### config.mk
export PLATFORM = sky130hd
export DESIGN_NAME = match_run_logger
export DESIGN_NICKNAME = d
export VERILOG_FILES = /design/src/rtl/match_run_logger.sv
export SDC_FILE = /design/constraint.sdc
export NUM_CORES = 1
export LEC_CHECK = 0
export ABC_AREA = 1
export BUFFER_PORTS_ARGS = -buffer_cell sky130_fd_sc_hd__buf_2
export CORE_MARGIN = 2
export CORE_UTILIZATION = 45
export DETAILED_ROUTE_END_ITERATION = 8
export GPL_ROUTABILITY_DRIVEN = 1
export PLACE_DENSITY_LB_ADDON = 0.12
export SLEW_MARGIN = 20
export SYNTH_ARGS = -nofsm -noshare
export SYNTH_HDL_FRONTEND = slang
export SYNTH_SLANG_ARGS = --single-unit
### constraint.sdc
create_clock -name Clock -period 2.5 [get_ports Clock]
set_clock_uncertainty 0.05 [all_clocks]
set_input_delay 0.25 -clock Clock [delete_from_list [all_inputs] [get_ports Clock]]
set_output_delay 0.25 -clock Clock [all_outputs]
set_load 0.02 [all_outputs]
### src/rtl/match_run_logger.sv
// Measures runs of consecutive z=1 samples and queues each finished run length
// in a small first-word-fall-through FIFO, with a run counter and sticky drop flag.
//
//   state | meaning
//   IDLE  | waiting for z=1 to start a run
//   RUN   | counting edges with z=1; z=0 closes the run and pushes its length
module match_run_logger #(
  parameter int DEPTH = 4,
  parameter int LEN_W = 8
) (
  input  logic             Clock,
  input  logic             Resetn,
  input  logic             z,
  input  logic             rec_ready,
  input  logic             clr_ovf,
  output logic             rec_valid,
  output logic [LEN_W-1:0] rec_len,
  output logic [7:0]       run_count,
  output logic             overflow,
  output logic             busy
);

  localparam int AW = $clog2(DEPTH);
  localparam logic [AW:0] FULL_CNT = (AW + 1)'(DEPTH);
  localparam logic [LEN_W-1:0] LEN_MAX = {LEN_W{1'b1}};

  typedef enum logic {S_IDLE, S_RUN} state_t;

  state_t           state, state_nxt;
  logic [LEN_W-1:0] len_cnt;
  logic [LEN_W-1:0] mem [DEPTH];
  logic [AW-1:0]    wr_ptr, rd_ptr;
  logic [AW:0]      count;
  logic             push, pop, full, wr_en, drop;

  always_ff @(posedge Clock or negedge Resetn) begin
    if (!Resetn) state <= S_IDLE;
    else         state <= state_nxt;
  end

  always_comb begin
    state_nxt = state;
    case (state)
      S_IDLE:  if (z)  state_nxt = S_RUN;
      S_RUN:   if (!z) state_nxt = S_IDLE;
      default: state_nxt = S_IDLE;
    endcase
  end

  always_comb begin
    busy = (state == S_RUN);
    push = (state == S_RUN) && !z;
  end

  // A full FIFO still accepts a push when the head is leaving on the same edge.
  assign full      = (count == FULL_CNT);
  assign rec_valid = (count != '0);
  assign pop       = rec_valid && rec_ready;
  assign wr_en     = push && (!full || pop);
  assign drop      = push && full && !pop;
  assign rec_len   = rec_valid ? mem[rd_ptr] : '0;

  always_ff @(posedge Clock or negedge Resetn) begin
    if (!Resetn) begin
      len_cnt <= '0;
    end else if (state == S_IDLE && z) begin
      len_cnt <= LEN_W'(1);
    end else if (state == S_RUN && z && len_cnt != LEN_MAX) begin
      len_cnt <= len_cnt + 1'b1;
    end
  end

  always_ff @(posedge Clock) begin
    if (wr_en) mem[wr_ptr] <= len_cnt;
  end

  always_ff @(posedge Clock or negedge Resetn) begin
    if (!Resetn) begin
      wr_ptr <= '0;
      rd_ptr <= '0;
      count  <= '0;
    end else begin
      if (wr_en) wr_ptr <= wr_ptr + 1'b1;
      if (pop)   rd_ptr <= rd_ptr + 1'b1;
      case ({wr_en, pop})
        2'b10:   count <= count + 1'b1;
        2'b01:   count <= count - 1'b1;
        default: count <= count;
      endcase
    end
  end

  // A drop on the same edge as clr_ovf wins so no lost record goes unreported.
  always_ff @(posedge Clock or negedge Resetn) begin
    if (!Resetn) begin
      run_count <= '0;
      overflow  <= 1'b0;
    end else begin
      if (push)         run_count <= run_count + 1'b1;
      if (drop)         overflow  <= 1'b1;
      else if (clr_ovf) overflow  <= 1'b0;
    end
  end

endmodule

After elaboration in Yosys (flattened, before gate mapping)
Memories as Yosys holds them, arrays and structs flattened.
Cells that the tools add are included.
{"block": "totals", "register_bits": 25, "ramBits": 32, "inputBits": 5, "out_inout_bits": 19, "elab_cells": 44, "mem_count": 1}
{"block": "classes", "add_sub_neg": 6, "eq_ne": 4, "mux": 9, "bitwise": 1, "reduce_logical": 16}
{"name": "mem", "depth": 4, "word_bits": 8, "read_ports": 1, "rd_ports_with_merged_regs": 0, "write_ports": 1, "line": "31", "text": "logic [LEN_W-1:0] mem [DEPTH];"}
{"cell": "$mux W8", "n": 3}
{"cell": "$add A8 B1 Y8 const B", "n": 2}
{"cell": "$logic_and A1 B1 Y1", "n": 8}
{"cell": "$ne A8 B8 Y1 const B", "n": 1}
{"cell": "$pmux W3 S2", "n": 1}
{"cell": "$reduce_bool A2 Y1", "n": 3}
{"cell": "$mux W1", "n": 5}
{"cell": "$add A2 B1 Y2 const B", "n": 2}
{"cell": "$add A3 B1 Y3 const B", "n": 1}
{"cell": "$eq A3 B3 Y1 const B", "n": 1}
{"cell": "$logic_not A1 Y1", "n": 3}
{"cell": "$reduce_bool A3 Y1", "n": 1}
{"cell": "$sub A3 B1 Y3 const B", "n": 1}
{"cell": "$eq A2 B1 Y1 const B", "n": 1}
{"cell": "$eq A2 B2 Y1 const B", "n": 1}
{"cell": "$logic_or A1 B1 Y1", "n": 1}
{"cell": "$not A1 Y1", "n": 1}

Longest topological paths before layout
Gate-level depths: netlist (run 1).
{"block": "depth", "depth_word": 6, "ltp_mapped": 10, "depth_no_buf": 10}

Worst setup path after synthesis (run 1)
Ideal clock, no wire load.
{"block": "synth_timing", "kind": "register -> register", "from": "register state (netlist: busy)", "to": "register count[2]", "setup_time_ns": 0.131, "arrival_ns": 1.750, "required_time_ns": 2.319, "path_slack_ns": 0.569, "stages_incl_launch_ff": 10, "n_path_buf": 0, "period_less_slack_ns": 1.931, "path_cell_list": "dfrtp_1 > nand2_2 > inv_4 > nand2_4 > ha_1 > inv_1 > fa_1 > a21oi_1 > o21ai_0 > xor2_1"}
{"block": "synth_between", "elab_chain_len": 4, "word_cells_on_any_way": 6, "classes_between": "eq/ne: 2; mux: 1; reduce/logical: 3"}
{"element": "from (decl)", "line": "29", "text": "state_t state, state_nxt;"}
{"element": "from (signal assigned)", "line": "38", "text": "else state <= state_nxt;"}
{"element": "$logic_and A1 B1 Y1 (*)", "line": "52", "text": "push = (state == S_RUN) && !z;"}
{"element": "$logic_and A1 B1 Y1 (*)", "line": "59", "text": "assign wr_en = push && (!full || pop);"}
{"element": "$eq A2 B1 Y1 or $eq A2 B2 Y1 (tied branches)", "line": "85", "text": "case ({wr_en, pop})"}
{"element": "$pmux W3 S2 or $reduce_bool A2 Y1 (tied branches)"}
{"element": "to (signal assigned)", "line": "86", "text": "2'b10: count <= count + 1'b1;"}
{"element": "to (signal assigned)", "line": "87", "text": "2'b01: count <= count - 1'b1;"}
{"element": "to (signal assigned)", "line": "88", "text": "default: count <= count;"}
{"element": "to (decl)", "line": "33", "text": "logic [AW:0] count;"}
Mark *: on every way between the ends. The rest lies on a longest branch, timed or not.
A chain may end at the register's enable or synchronous reset.

Final worst setup path (run 1)
{"block": "layout_timing", "from": "register count[0]", "to": "register count[2]"}
{"block": "layout_between", "elab_chain_len": 6, "word_cells_on_any_way": 12, "classes_between": "add/sub: 2; eq/ne: 3; mux: 1; reduce/logical: 6"}
{"element": "$eq A3 B3 Y1 or $reduce_bool A3 Y1 (tied branches)", "line": "56, 57"}
{"element": "$logic_not A1 Y1 or $logic_and A1 B1 Y1 (tied branches)", "line": "59, 58"}
{"element": "$logic_or A1 B1 Y1", "line": "59"}
{"element": "$logic_and A1 B1 Y1", "line": "59"}
{"element": "$eq A2 B1 Y1 or $eq A2 B2 Y1 (tied branches)", "line": "85"}
{"element": "$pmux W3 S2 or $reduce_bool A2 Y1 (tied branches)"}
Parallel ways exist; a longest one is shown, timed or not.

==> results.toml, run 1 <==
[layout]
final_core_util_pct = 55.0
n_antenna_cell = 0
multiInputGateArea_um2 = 923
nets = 323
area_growth_syn_to_layout_pct = 16.2
fillCellCount = 519
layout-drive-gt1-share_pct = 17.1
regArea_mm2 = 0.00159

[floorplan]
die_area_mm2 = 0.00653
start_util_pct = 47.3
dieHeight_um = 80.8
num_io_pins = 24
die_w_um = 80.8
core-area_mm2 = 0.00561
rows = 27

[sta]
fin_ws_ns = 0.476
slew_viol_final = 0
timing_worst_slew_pin_value_ns = 0.561
hold_viol_final = 0
rsz0062_at_grt = "false"
finalSetupViolCount = 0
setup_tns_ns = 0
relSlewSlack_pct = 62.6
fin_crit_sh_pct = 81.0
fmax_mhz = 494
min_period_ns = 2.02
hold_ws_ns = 0.0655

[setup_path]
crit_chain = "nor2_1, nand2_1, nand2_4, ha_1, inv_1, fa_1, a21oi_1, o21ai_0, xor2_1"
cp_data_required_time_ns = 2.65
path_delay_family = "adder cells"
slowest_stage = "dfrtp_1"
worstPathArrival_ns = 2.17
end_kind = "register"
crit_buf_inv = 1
setup.worst_path.class = "reg2reg"
worst-path-max-fanout = 8
start_kind = "register"
cpPeakStageDelay_ns = 0.41

[power_and_ir_drop]
p_comb_share_pct = 32.8
ir_worst_vdd_uv = 582
p_sw_share_pct = 36.7
seqPwrFrac_pct = 40.7
power.density_mw_per_mm2 = 1090
total_leakage_power_nw = 1.38
p_int_mw = 2.14
pwr-share-clk_pct = 26.5
p_switching_mw = 1.24

[clock_network]
numCtsBuffers = 9
htreeDepth = 3
root_buffer = "clkbuf_8"
clockBufferDepth = 2
path_clk_slew_ns = 0.07
clock_latency_ns = 0.32
clock_sinks = 57
cts_tree = "built"

[synthesis]
ys_types = 28
synth_xor_area_share_pct = 2.97
syn_area_mm2 = 0.00266
yosys.cell_count.top_type = "nand2_1"
synth_compound_area_share_pct = 7.26
synthMuxAreaShare_pct = 0
synth_top_family_by_area = "simple AND/OR/NAND/NOR gates"
synth_top_area_share_pct = 36.2
synth-seq-cells = 57
synth_area_leader_cell = "edfxtp_1"
syn_inst = 274
syn-num-nets = 287
async_reset_ff_share_pct = 43.9
synth_edf_count = 32
ys_top_cells_by_area = "edfxtp_1 (36%), dfrtp_1 (24%), nand2_1 (8.2%), nor2_1 (7.1%), o21ai_0 (3.6%)"
yosys_most_used_dff = "edfxtp_1"
netlist_top_cells_count = "nand2_1 (58), nor2_1 (50), edfxtp_1 (32)"
yosys.area_share.simple_pct = 20.5
synth_fa_ha_area_share_pct = 4.05
synth-warning-count = 0
synth_area_per_cell_um2 = 9.69
ys_seq_area_share_pct = 59.8

[job]
drv_cap = 0

[routing]
wl_mm = 5.06
vias_per_cell = 4.83
avgRoutedWirePerCell_um = 13.1
num_vias = 1870
drc = 0
drt_iter0_drc = 79
detail-route-antenna-nets = 0
first_pass_iters = 4

[run_status]
status = "complete, no violations"

[min_path]
min_path_type = "in2reg"

[place]
dp_slack_ns = 0.496
routabilityCongestion = 0.767
port_buffers = 23
dp_hpwl_mm = 3.46

[global_route]
grt_pass1_wl_mm = 8.65
grt_pass1_vias = 1734
grt_overflow = 0
grt_max_degree = 26
grt_antenna_before_repair = 0
track_usage_pct = 18.1
[cell usage in the layout (no fill, tap or decap), drive strengths merged, types with 2 or more instances in the layout]
master / instances
edfxtp: 32
nor3: 2
clkbuf: 12
xor2: 7
buf: 28
a21oi: 11
ha: 7
xnor2: 2
nand2: 63
o21ai: 21
nand3: 10
clkinv: 2
inv: 31
nand4: 2
o21bai: 2
dfrtp: 25
nor2: 52
bufinv: 2
[through the flow]
step / power (mW) / instance area, µm² / instances
floorplan: 2.16 / 2660 / 274
global placement: 2.50 / 2870 / 370
detailed placement: 2.52 / 2870 / 370
CTS: 3.43 / 3080 / 387
global route: 3.63 / 3080 / 387
finish: 3.38 / 3080 / 387
[final timing paths]
check,from,endpoint,slack (ns),cells past startpoint
worst max-delay path,count[0],count[2],0.48,9
worst min-delay path,z,busy,0.07,1
worst max register to register,count[0],count[2],0.48,9
worst min register to register,count[0],count[0],0.47,1
max in group asynchronous,Resetn,rd_ptr[0],1.62,2
min in group asynchronous,Resetn,run_count[5],0.40,2
[worst register-to-register path, cell delays in order, from the launching register on]
cell and delay (ns):
dfrtp_1 0.41, nor2_1 0.15, nand2_1 0.14, nand2_4 0.13, ha_1 0.16, inv_1 0.07, fa_1 0.38, a21oi_1 0.15
o21ai_0 0.11, xor2_1 0.15
[sequential cells by signal, indices dropped and copies added, names as in the netlist]
name	count
rd_ptr	2
count	3
mem	32
len_cnt	8
wr_ptr	2
overflow	1
run_count	8
busy	1
[kinds of logic (layout without fill, tap and decap cells)]
family	Yosys count	in the layout
and+or+nand+nor	130	130
AOI/OAI and AO/OA	35	35
buffers and inverters	35	76
DFF	57	57
xor gates and xnor gates	9	9
adders and majority gates	8	8
[layer usage]
| layer | wire length [µm] | track usage, % |
|---|---|---|
| met1 | 2340 | 24.1 |
| met2 | 2490 | 28.4 |
| met3 | 168 | 4.00 |
| met4 | 66 | 8.14 |
| met5 | 0 | 0 |
[power by group through the flow]
stage                     clock, mW  combinational [mW]  sequential, mW
after global placement            0                1.11            1.39
after global routing          0.957                1.27            1.41
final                         0.893                1.11            1.38
after CTS                     0.911                1.14            1.38
after floorplan                   0               0.798            1.36
after detailed placement          0                1.13            1.40
[final cells by class]
type	count	share of cell area, %
Tap cell	72	2.92
Inverter	31	3.85
Timing Repair Buffer	29	5.27
Clock inverter	4	2.19
Sequential cell	57	51.4
Clock buffer	12	4.38
Multi-Input combinational cell	182	29.9
[timing repair]
action                    4_1_cts  5_1_grt
gates resized for setup         0        0
setup buffers                   0        0
hold buffers                    1        0
hold endpoints to repair       25        0
(Power assumes the default switching activity.)
==> run 2, diff against run 1 <==
- clock period: 2.5 -> 2.05 ns (I/O delays scaled with it)
==> results.toml, run 2 (synthesis gave the netlist of run 1 again) <==
[routing]
num_vias = 1864
vias_per_cell = 4.77
drc = 0
avgRoutedWirePerCell_um = 12.8
first_pass_iters = 4
wl_mm = 5.02
drt_iter0_drc = 62
detail-route-antenna-nets = 0

[floorplan]
start_util_pct = 47.3
core-area_mm2 = 0.00561
die_area_mm2 = 0.00653
dieHeight_um = 80.8
rows = 27
num_io_pins = 24
die_w_um = 80.8

[job]
drv_cap = 0

[setup_path]
start_kind = "primary input"
slowest_stage = "dlygate4sd3_1"
path_delay_family = "buffers and inverters"
cp_data_required_time_ns = 2.21
cpPeakStageDelay_ns = 0.53
crit_chain = "dlygate4sd3_1, buf_4, inv_2, nand2_2, inv_4, nand2_4, ha_1, inv_1, fa_2, a21oi_2, o21ai_0, xor2_1"
crit_buf_inv = 5
worstPathArrival_ns = 2.10
r2r_setup_slack_ns = 0.13
worst-path-max-fanout = 8
setup.worst_path.class = "in2reg"
end_kind = "register"

[global_route]
grt_pass1_wl_mm = 8.29
grt_overflow = 0
grt_busiest_layer = "met2"
grt_use_met1_pct = 21.8
grt_max_degree = 26
track_usage_pct = 17.2
grt_antenna_before_repair = 0
grt_pass1_vias = 1772
met3_usage_pct = 4.00
globalRouteMet2Util_pct = 28.0

[layout]
final_common_cell = "nand2_1"
n_antenna_cell = 0
final_cell_mix = "nand2_1 (58), nor2_1 (50), edfxtp_1 (32)"
layout-drive-gt1-share_pct = 19.7
nets = 327
area_growth_syn_to_layout_pct = 18.9
largest_registers = "mem (32), len_cnt (8), run_count (8)"
largest_reg_flops = 32
regMostFlops = "mem"

[sta]
setup_tns_ns = 0
timing_worst_slew_pin_value_ns = 0.568
fmax_mhz = 516
min_period_ns = 1.94
fin_crit_sh_pct = 94.6
fin_ws_ns = 0.111
slew_viol_final = 0
relSlewSlack_pct = 62.1
rsz0062_at_grt = "true"
finalSetupViolCount = 0
hold_viol_final = 0

[power_and_ir_drop]
total_leakage_power_nw = 1.41
ir_worst_vdd_uv = 745
power.density_mw_per_mm2 = 1360

[clock_network]
htreeDepth = 3
clock_sinks = 57
postCtsSetupBuffers = 0
root_buffer = "clkbuf_8"
path_clk_slew_ns = 0.07
clockBufferDepth = 2
clock_latency_ns = 0.33
numCtsBuffers = 9
cts_tree = "built"

[place]
dp_hpwl_mm = 3.44
routabilityCongestion = 0.750
port_buffers = 23
dp_slack_ns = 0.0830

[min_path]
min_path_type = "in2reg"

[run_status]
status = "complete, no violations"
-- run 2: cell types whose count changed in the layout (fill, tap and decap cells not counted), sizes merged --
cell / change
clkbuf: -3
buf: +3
clkinv: +2
dlygate4sd3: +1
bufinv: +1
-- run 2: stage by stage --
stage / instances / power [mW] / utilization [%] / hold slack (ns) / area (µm²)
final: 391 / 4.30 / 56.3 / 0.0154 / 3160
after global routing: 391 / 4.60 / 56.3 / 0.0163 / 3160
after CTS: 391 / 4.34 / 56.1 / 0.00602 / 3150
after detailed placement: 373 / 3.08 / 51.6 / 0.188 / 2890
after global placement: 373 / 3.06 / 51.6 / 0.185 / 2890
after floorplan: 274 / 2.64 / - / -0.141 / 2660
-- run 2: final timing paths --
kind / to / cells past startpoint / from
setup / recovery: count[2] / 12 / z
hold / removal: overflow / 2 / clr_ovf
setup reg to reg: count[2] / 9 / count[0]
hold reg to reg: count[0] / 1 / count[0]
max in group asynchronous: len_cnt[5] / 2 / Resetn
min in group asynchronous: count[0] / 2 / Resetn
-- run 2: power breakdown --
| group | leakage [nW] | switching [mW] | internal (mW) | total, mW |
|---|---|---|---|---|
| sequential | 0.614 | 0.179 | 1.45 | 1.63 |
| clock | 0.120 | 0.444 | 0.796 | 1.24 |
| combinational | 0.679 | 0.926 | 0.506 | 1.43 |
| total | 1.41 | 1.55 | 2.75 | 4.30 |
-- run 2: layout make-up --
cell class / count / area, µm²
fillers: 501 / 2450
repair buffers: 33 / 198
multi-input cells: 182 / 930
well taps: 72 / 90.1
inverters: 31 / 119
flip-flops and latches: 57 / 1590
clock inverters: 7 / 109
clock buffers: 9 / 124
-- run 2: layer usage --
metal  part of all wire [%]  routed length [µm]
met2                     47                2380
met5                      0                   0
met1                     47                2370
met4                    1.8                  88
met3                    3.5                 176
-- run 2: worst register-to-register path, cell delays in order (launching register included) --
cell and delay [ns]:
dfrtp_1 0.40, nor2_1 0.14, nand2_1 0.13, nand2_4 0.12
ha_1 0.15, inv_1 0.07, fa_2 0.35, a21oi_2 0.13
o21ai_0 0.10, xor2_1 0.15
-- run 2: what timing repair did --
action                     in CTS  in global routing
hold buffers                    2                  0
gates resized for setup         0                  3
setup endpoints to repair       0                  1
hold endpoints to repair       26                  0
